[config.mk]
export PLATFORM = sky130hd
export DESIGN_NAME = serv_rf_ram_bridge
export DESIGN_NICKNAME = d
export VERILOG_FILES = /design/src/rtl/serv_rf_ram_bridge.sv
export SDC_FILE = /design/constraint.sdc
export NUM_CORES = 1
export LEC_CHECK = 0
export ABC_AREA = 1
export BUFFER_PORTS_ARGS = -buffer_cell sky130_fd_sc_hd__buf_2
export CAP_MARGIN = 30
export CORE_ASPECT_RATIO = 1.5
export CORE_MARGIN = 8
export CORE_UTILIZATION = 60
export CTS_BUF_LIST = sky130_fd_sc_hd__clkbuf_2
export DETAILED_ROUTE_END_ITERATION = 8
export PLACE_DENSITY = 0.94
export SYNTH_ARGS = -nofsm -noshare
export SYNTH_HDL_FRONTEND = slang
export SYNTH_SLANG_ARGS = --single-unit
[constraint.sdc]
create_clock -name i_clk -period 4.2 [get_ports i_clk]
set_input_delay 0 -clock i_clk [delete_from_list [all_inputs] [get_ports i_clk]]
set_output_delay 0 -clock i_clk [all_outputs]
set_load 0.05 [all_outputs]
[src/rtl/serv_rf_ram_bridge.sv]
// serv_rf_ram_bridge
//   Converts the bit-serial register-file ports (two read ports, two write
//   ports, 1-bit data) into word accesses on a W-bit RAM with one read port
//   and one write port. Both read streams share the RAM read port and both
//   write streams share the RAM write port. Each request moves one 32-bit
//   register, LSB first.
//
// Ports
//   i_clk, i_rst_n      clock (rising edge), asynchronous active-low reset
//   i_rreq, o_ready     transfer request (IDLE only) / one-cycle start pulse
//   i_rreg0, i_rreg1    read register indices, latched on accepted request
//   o_rdata0, o_rdata1  serial read data, LSB first, 0 outside RUN
//   i_wreg0/1, i_wen0/1 write register and enable, sampled on each word's last bit
//   i_wdata0, i_wdata1  serial write data, LSB first
//   o_raddr, o_ren      RAM read address/enable (combinational), data next cycle
//   i_rdata             RAM read data
//   o_waddr, o_wdata,   RAM write address/data/enable (registered)
//   o_wen
module serv_rf_ram_bridge #(
  parameter int W        = 4,
  parameter int WITH_CSR = 1,
  parameter int AW       = 5 + WITH_CSR + $clog2(32 / W)
) (
  input  logic                  i_clk,
  input  logic                  i_rst_n,
  input  logic                  i_rreq,
  output logic                  o_ready,
  input  logic [4+WITH_CSR:0]   i_rreg0,
  input  logic [4+WITH_CSR:0]   i_rreg1,
  output logic                  o_rdata0,
  output logic                  o_rdata1,
  input  logic [4+WITH_CSR:0]   i_wreg0,
  input  logic [4+WITH_CSR:0]   i_wreg1,
  input  logic                  i_wen0,
  input  logic                  i_wen1,
  input  logic                  i_wdata0,
  input  logic                  i_wdata1,
  output logic [AW-1:0]         o_raddr,
  output logic                  o_ren,
  input  logic [W-1:0]          i_rdata,
  output logic [AW-1:0]         o_waddr,
  output logic [W-1:0]          o_wdata,
  output logic                  o_wen
);

  localparam int RW    = 5 + WITH_CSR;
  localparam int WORDS = 32 / W;
  localparam int LW    = $clog2(W);
  localparam int WB    = $clog2(WORDS);

  localparam logic [LW-1:0] OFF_PRE  = LW'(W - 2);
  localparam logic [LW-1:0] OFF_LAST = LW'(W - 1);
  localparam logic [4:0]    WD_LAST  = 5'(WORDS - 1);

  typedef enum logic [2:0] {
    IDLE,
    P0,
    P1,
    RUN,
    F0,
    F1
  } state_t;

  state_t state;
  state_t state_next;

  logic [4:0]    cnt;
  logic [LW-1:0] off;
  logic [4:0]    wd;
  logic          more_words;

  logic [RW-1:0] rreg0_q;
  logic [RW-1:0] rreg1_q;
  logic [W-1:0]  rs1_sr;
  logic [W-1:0]  rs2_sr;

  logic [W-1:0]  wsr0;
  logic [W-1:0]  wsr1;
  logic          pend1;
  logic          wen1_q;
  logic [RW-1:0] wreg1_q;
  logic [4:0]    wd_q;
  logic [W-1:0]  word1_q;

  // RAM address is {register, word}; with W=32 the word field is empty and
  // the word index is always zero, so OR-ing it in is harmless.
  function automatic logic [AW-1:0] ram_addr(input logic [RW-1:0] r, input logic [4:0] w);
    ram_addr = (AW'(r) << WB) | AW'(w);
  endfunction

  assign off        = cnt[LW-1:0];
  assign wd         = cnt >> LW;
  assign more_words = (wd < WD_LAST);

  // State register.
  always_ff @(posedge i_clk or negedge i_rst_n) begin
    if (!i_rst_n) begin
      state <= IDLE;
    end else begin
      state <= state_next;
    end
  end

  // Next-state logic and RAM read-port control. The two prime cycles fetch
  // word 0 of each register; during RUN the next word of port 0 is fetched
  // two bits before a word boundary and port 1 one bit before, so each lands
  // exactly when its shift register needs it. No prefetch past the last word.
  always_comb begin
    state_next = state;
    o_ren      = 1'b0;
    o_raddr    = '0;
    o_ready    = 1'b0;
    case (state)
      IDLE: begin
        if (i_rreq) begin
          state_next = P0;
        end
      end
      P0: begin
        o_ren      = 1'b1;
        o_raddr    = ram_addr(rreg0_q, 5'd0);
        state_next = P1;
      end
      P1: begin
        o_ren      = 1'b1;
        o_raddr    = ram_addr(rreg1_q, 5'd0);
        o_ready    = 1'b1;
        state_next = RUN;
      end
      RUN: begin
        if (more_words && (off == OFF_PRE)) begin
          o_ren   = 1'b1;
          o_raddr = ram_addr(rreg0_q, wd + 5'd1);
        end else if (more_words && (off == OFF_LAST)) begin
          o_ren   = 1'b1;
          o_raddr = ram_addr(rreg1_q, wd + 5'd1);
        end
        if (cnt == 5'd31) begin
          state_next = F0;
        end
      end
      F0: begin
        state_next = F1;
      end
      F1: begin
        state_next = IDLE;
      end
      default: begin
        state_next = IDLE;
      end
    endcase
  end

  // Port 1 data is taken straight from the RAM on the first bit of each word
  // because its word arrives in that very cycle; the remaining bits come from
  // the shift register loaded with the word minus that bit.
  assign o_rdata0 = (state == RUN) ? rs1_sr[0] : 1'b0;
  assign o_rdata1 = (state == RUN) ? ((off == '0) ? i_rdata[0] : rs2_sr[0]) : 1'b0;

  // Bit counter, latched read registers and the two read shift registers.
  always_ff @(posedge i_clk or negedge i_rst_n) begin
    if (!i_rst_n) begin
      cnt     <= '0;
      rreg0_q <= '0;
      rreg1_q <= '0;
      rs1_sr  <= '0;
      rs2_sr  <= '0;
    end else begin
      if ((state == IDLE) && i_rreq) begin
        rreg0_q <= i_rreg0;
        rreg1_q <= i_rreg1;
      end
      if (state == RUN) begin
        cnt <= cnt + 5'd1;
      end else begin
        cnt <= '0;
      end
      if (state == P1) begin
        rs1_sr <= i_rdata;
      end else if (state == RUN) begin
        if (off == OFF_LAST) begin
          rs1_sr <= i_rdata;
        end else begin
          rs1_sr <= rs1_sr >> 1;
        end
      end
      if (state == RUN) begin
        if (off == '0) begin
          rs2_sr <= i_rdata >> 1;
        end else begin
          rs2_sr <= rs2_sr >> 1;
        end
      end
    end
  end

  // Write path. Serial bits enter at the MSB so a word is complete on its
  // last bit. That cycle issues the port-0 write and parks everything for
  // port 1, which goes out one cycle later so it lands last and wins on an
  // address collision. Reset drops any partial word and any parked write.
  always_ff @(posedge i_clk or negedge i_rst_n) begin
    if (!i_rst_n) begin
      wsr0    <= '0;
      wsr1    <= '0;
      pend1   <= 1'b0;
      wen1_q  <= 1'b0;
      wreg1_q <= '0;
      wd_q    <= '0;
      word1_q <= '0;
      o_wen   <= 1'b0;
      o_waddr <= '0;
      o_wdata <= '0;
    end else begin
      o_wen <= 1'b0;
      if (state == RUN) begin
        wsr0 <= {i_wdata0, wsr0[W-1:1]};
        wsr1 <= {i_wdata1, wsr1[W-1:1]};
      end
      if (pend1) begin
        pend1   <= 1'b0;
        o_wen   <= wen1_q;
        o_waddr <= ram_addr(wreg1_q, wd_q);
        o_wdata <= word1_q;
      end
      if ((state == RUN) && (off == OFF_LAST)) begin
        o_wen   <= i_wen0;
        o_waddr <= ram_addr(i_wreg0, wd);
        o_wdata <= {i_wdata0, wsr0[W-1:1]};
        pend1   <= 1'b1;
        wen1_q  <= i_wen1;
        wreg1_q <= i_wreg1;
        wd_q    <= wd;
        word1_q <= {i_wdata1, wsr1[W-1:1]};
      end
    end
  end

endmodule

==> metrics list <==
- Maximum clock skew at final layout: 0.03666 ns
* Unique masters post-synth: 24
- Summing every instance area after synthesis gives 0.002856 mm².
* Final-layout setup total negative slack: 0 ns
- In this run the clock root is driven by a clkbuf_2.
* Total via count in the routed design: 2621
- Final routed DRC violation total: 0
- For flop-to-flop paths, the worst setup slack is 2.30 ns.
- Number of synthesized flops with an enable pin: 0
- The number of gates resized after CTS was 0.
- Number of maximum-capacitance violations: 0
- Data required time at the worst endpoint: 4.20 ns
* # port buffers: 61
- The die covers 0.007270 mm².
- Worst hold-check path type: in -> async
- In the finished design, the share of the clock period the worst path needs comes to 0.5665.
- Power density over cell area: 614.9 mW/mm²
* Post-Synthesis Net Count: 389
- In this run the critical register-to-register path is launched from cnt[1]$_DFF_PN0_.
- For this design, the sink count on the clock tree is 62.
- Status: finished, final reports clean
- Floorplan Core Area: 0.004693 mm²
- Tracing the worst setup path back leads to its startpoint at state[2]$_DFFE_PN0P_.
* Clk slew on worst S/H paths: 0.21 ns
- Overall routed net length: 7027 µm
- Vias in the first global route: 2612
- Pin count of the biggest net entering global routing: 63
* Relative slew slack: 0.4918
- CP arrival: 2.38 ns
- Seq/Total Area, Yosys: 0.5431
- Area after detailed placement: 0.003182 mm²
- Worst-path maximum fanout: 22
* Worst path top cell family by delay: simple AND/OR/NAND/NOR gates
* Overflow after GRT: 0
- The longest clock path from root to sink contains 2 buffers.
- Fraction of layout instances using a drive strength above 1: 0.1871
* Post-route cell area: 0.003608 mm²
- Setup repair after global routing left no endpoint under its margin.
* Slowest-stage cell, CP: nand3_1
* Total number of yosys warnings: 0
- CTS buffer count: 9
- Static timing analysis puts the maximum clock frequency at 0.4203 GHz.
* Critical Path Sink: o_rdata0
- Pin placement for this block handled 62 I/O pins.
* Type of the worst setup path: reg -> out
- TritonCTS built the clock tree.
- For the worst-skew pair, the clock arrives at the later sink with an insertion delay of 0.48 ns.
- Critical R2R Capture: o_waddr[1]$_DFFE_PN0P_
- CP Launch Type: register
- WL/cell: 13.64 µm
- The library cell used most frequently in the layout, excluding fill and tap cells, is nand2_1.
- Die Height: 100.5 µm
- Number of flip-flops and latches in the synthesized netlist: 62
- In the final design database the tool counted 484 nets.
- Overall fraction of global-route tracks in use: 0.2070
- Area growth from synthesis to final layout: 26.32%
- Worst Tran Pin Value: 0.7624 ns
- Walking the worst path, the cells encountered are inv_1, nand3_1, nor2_1, buf_2.
- In the synthesized netlist the async set-or-reset flop fraction comes to 1.000.
* Depth of the critical timing path with buffers and inverters included: 4
* Total number of H-tree levels: 3
- Final critical-path required period: 2.379 ns
* Number of diodes added for antenna fixing: 0
- After technology mapping, the gate count stands at 349.
* First drt pass iteration count: 5
* Most instantiated flip-flop cell in the synthesis netlist: dfrtp_1
- Count of endpoints failing hold in the final timing report: 0
* Final RePlAce weighted congestion: 0.8964
- The largest single stage delay on the critical path is 0.56 ns.
* Average via count per standard cell: 5.089
- Final count of negative-setup-slack endpoints: 0
* Highest-count cells in the layout ignoring fill and taps: 134 x nand2_1, 62 x dfrtp_1, 61 x buf_2
* Effective utilization at floorplan: 0.6086
* Width of the die: 72.34 µm
* Site Rows: 31
- Antenna violations before repair: 0
* LEAKAGE: 1.940 nW
* Final Max Slew Viols: 0
- Logic depth of the worst register-to-register path: 6
* Worst ir drop on vdd: 413.3 µV
- Detailed-placement wirelength estimate: 4497 µm
* Global-route wire length before repair: 11680 µm
- STA classifies the critical path endpoint as an output pin.
- In this run the remaining antenna-violating nets after routing total 0.
- Mean area per synthesized cell: 8.185 µm²
- First-iteration detailed-routing DRC count: 254
- Number of buffers and inverters on the critical path: 2
through the flow:
step / cells / worst slack, ns / total power [W] / hold WS (ns) / utilization
after floorplan: 349 / 2.233 / 0.001660 / -0.2956 / -
after global placement: 465 / 2.468 / 0.001853 / 0.1958 / 0.6780
after detailed placement: 465 / 2.345 / 0.001903 / 0.1999 / 0.6780
after CTS: 515 / 1.826 / 0.002212 / 0.1928 / 0.7689
after global routing: 515 / 1.566 / 0.002385 / 0.1821 / 0.7689
final: 515 / 1.821 / 0.002219 / 0.1989 / 0.7689
worst min path at each step:
stage	start	to	slack, ns	depth (start not counted)
2_1_floorplan	i_rst_n	cnt[0]$_DFF_PN0_	-0.30	0
3_3_place_gp	i_rst_n	rs1_sr[0]$_DFFE_PN0P_	0.20	2
3_5_place_dp	i_rst_n	rs1_sr[0]$_DFFE_PN0P_	0.20	2
4_1_cts	i_rst_n	wreg1_q[4]$_DFFE_PN0P_	0.19	3
5_1_grt	i_wreg1[1]	wreg1_q[1]$_DFFE_PN0P_	0.18	4
6_report	i_rst_n	o_wdata[3]$_DFFE_PN0P_	0.20	3
synth_stat cells, types with 2 or more instances:
library cell | count | share of area
o21ai_0 | 22 | 0.039
o21a_1 | 3 | 0.0079
inv_1 | 42 | 0.055
nand3_1 | 27 | 0.047
nor2_1 | 9 | 0.012
buf_2 | 8 | 0.014
a21oi_1 | 4 | 0.0070
ha_1 | 5 | 0.022
nand2_2 | 2 | 0.0044
o211ai_1 | 5 | 0.013
buf_4 | 2 | 0.0053
inv_2 | 2 | 0.0026
o21ai_1 | 13 | 0.023
dfrtp_1 | 62 | 0.54
nand2_1 | 134 | 0.18
kinds of logic (layout without fill, tap and decap cells):
group	count (synthesis)	count (layout)	share of synthesized area
fa+ha+maj	5	5	0.02190
simple gates	178	178	0.2602
compound gates	47	47	0.08936
buf+inv	56	156	0.08235
xor+xnor	1	1	0.003067
flops	62	62	0.5431
registers in the layout (all words and copies together), names as in the netlist, 3 cells and up:
register,cells
wsr0,3
wd_q,3
rs2_sr,3
rs1_sr,4
o_waddr,9
rreg1_q,6
o_wdata,4
wsr1,3
wreg1_q,6
word1_q,4
cnt,5
state,3
rreg0_q,6
metal layers:
layer / wire, µm / share of wire / track usage / vias to the layer above
li1: - / - / - / 1279
met1: 2811 / 0.40 / 0.2276 / 1234
met2: 3581 / 0.51 / 0.3503 / 92
met3: 463 / 0.066 / 0.06574 / 16
met4: 170 / 0.024 / 0.09637 / 0
met5: 0 / 0 / 0 / -
worst min-delay path, delay by kind of cell:
kind | cells | cell delay (ns)
buffers and inverters | 3 | 1.21
area by class of cell:
cell class | instances | area, µm²
flip-flops and latches | 62 | 1551
fillers | 311 | 1085
multi-input cells | 231 | 1070
repair buffers | 96 | 653.1
inverters | 44 | 165.2
well taps | 66 | 82.58
clock buffers | 9 | 45.04
clock inverters | 7 | 41.29
repair_timing:
item / 4_1_cts / 5_1_grt
hold endpoints to repair: 101 / 0
buffers inserted: 0 / 0
hold buffers: 34 / 0
endpoints found under the setup margin: 0 / 0
power by group:
part	leakage [nW]	internal, W	total [W]	switching (W)
combinational	1.13	0.000276	0.00100	0.000724
clock	0.0528	0.0000726	0.000287	0.000215
sequential	0.755	0.000803	0.000932	0.000129
total	1.94	0.00115	0.00222	0.00107
Note: power is estimated with default switching activity, not from simulation.
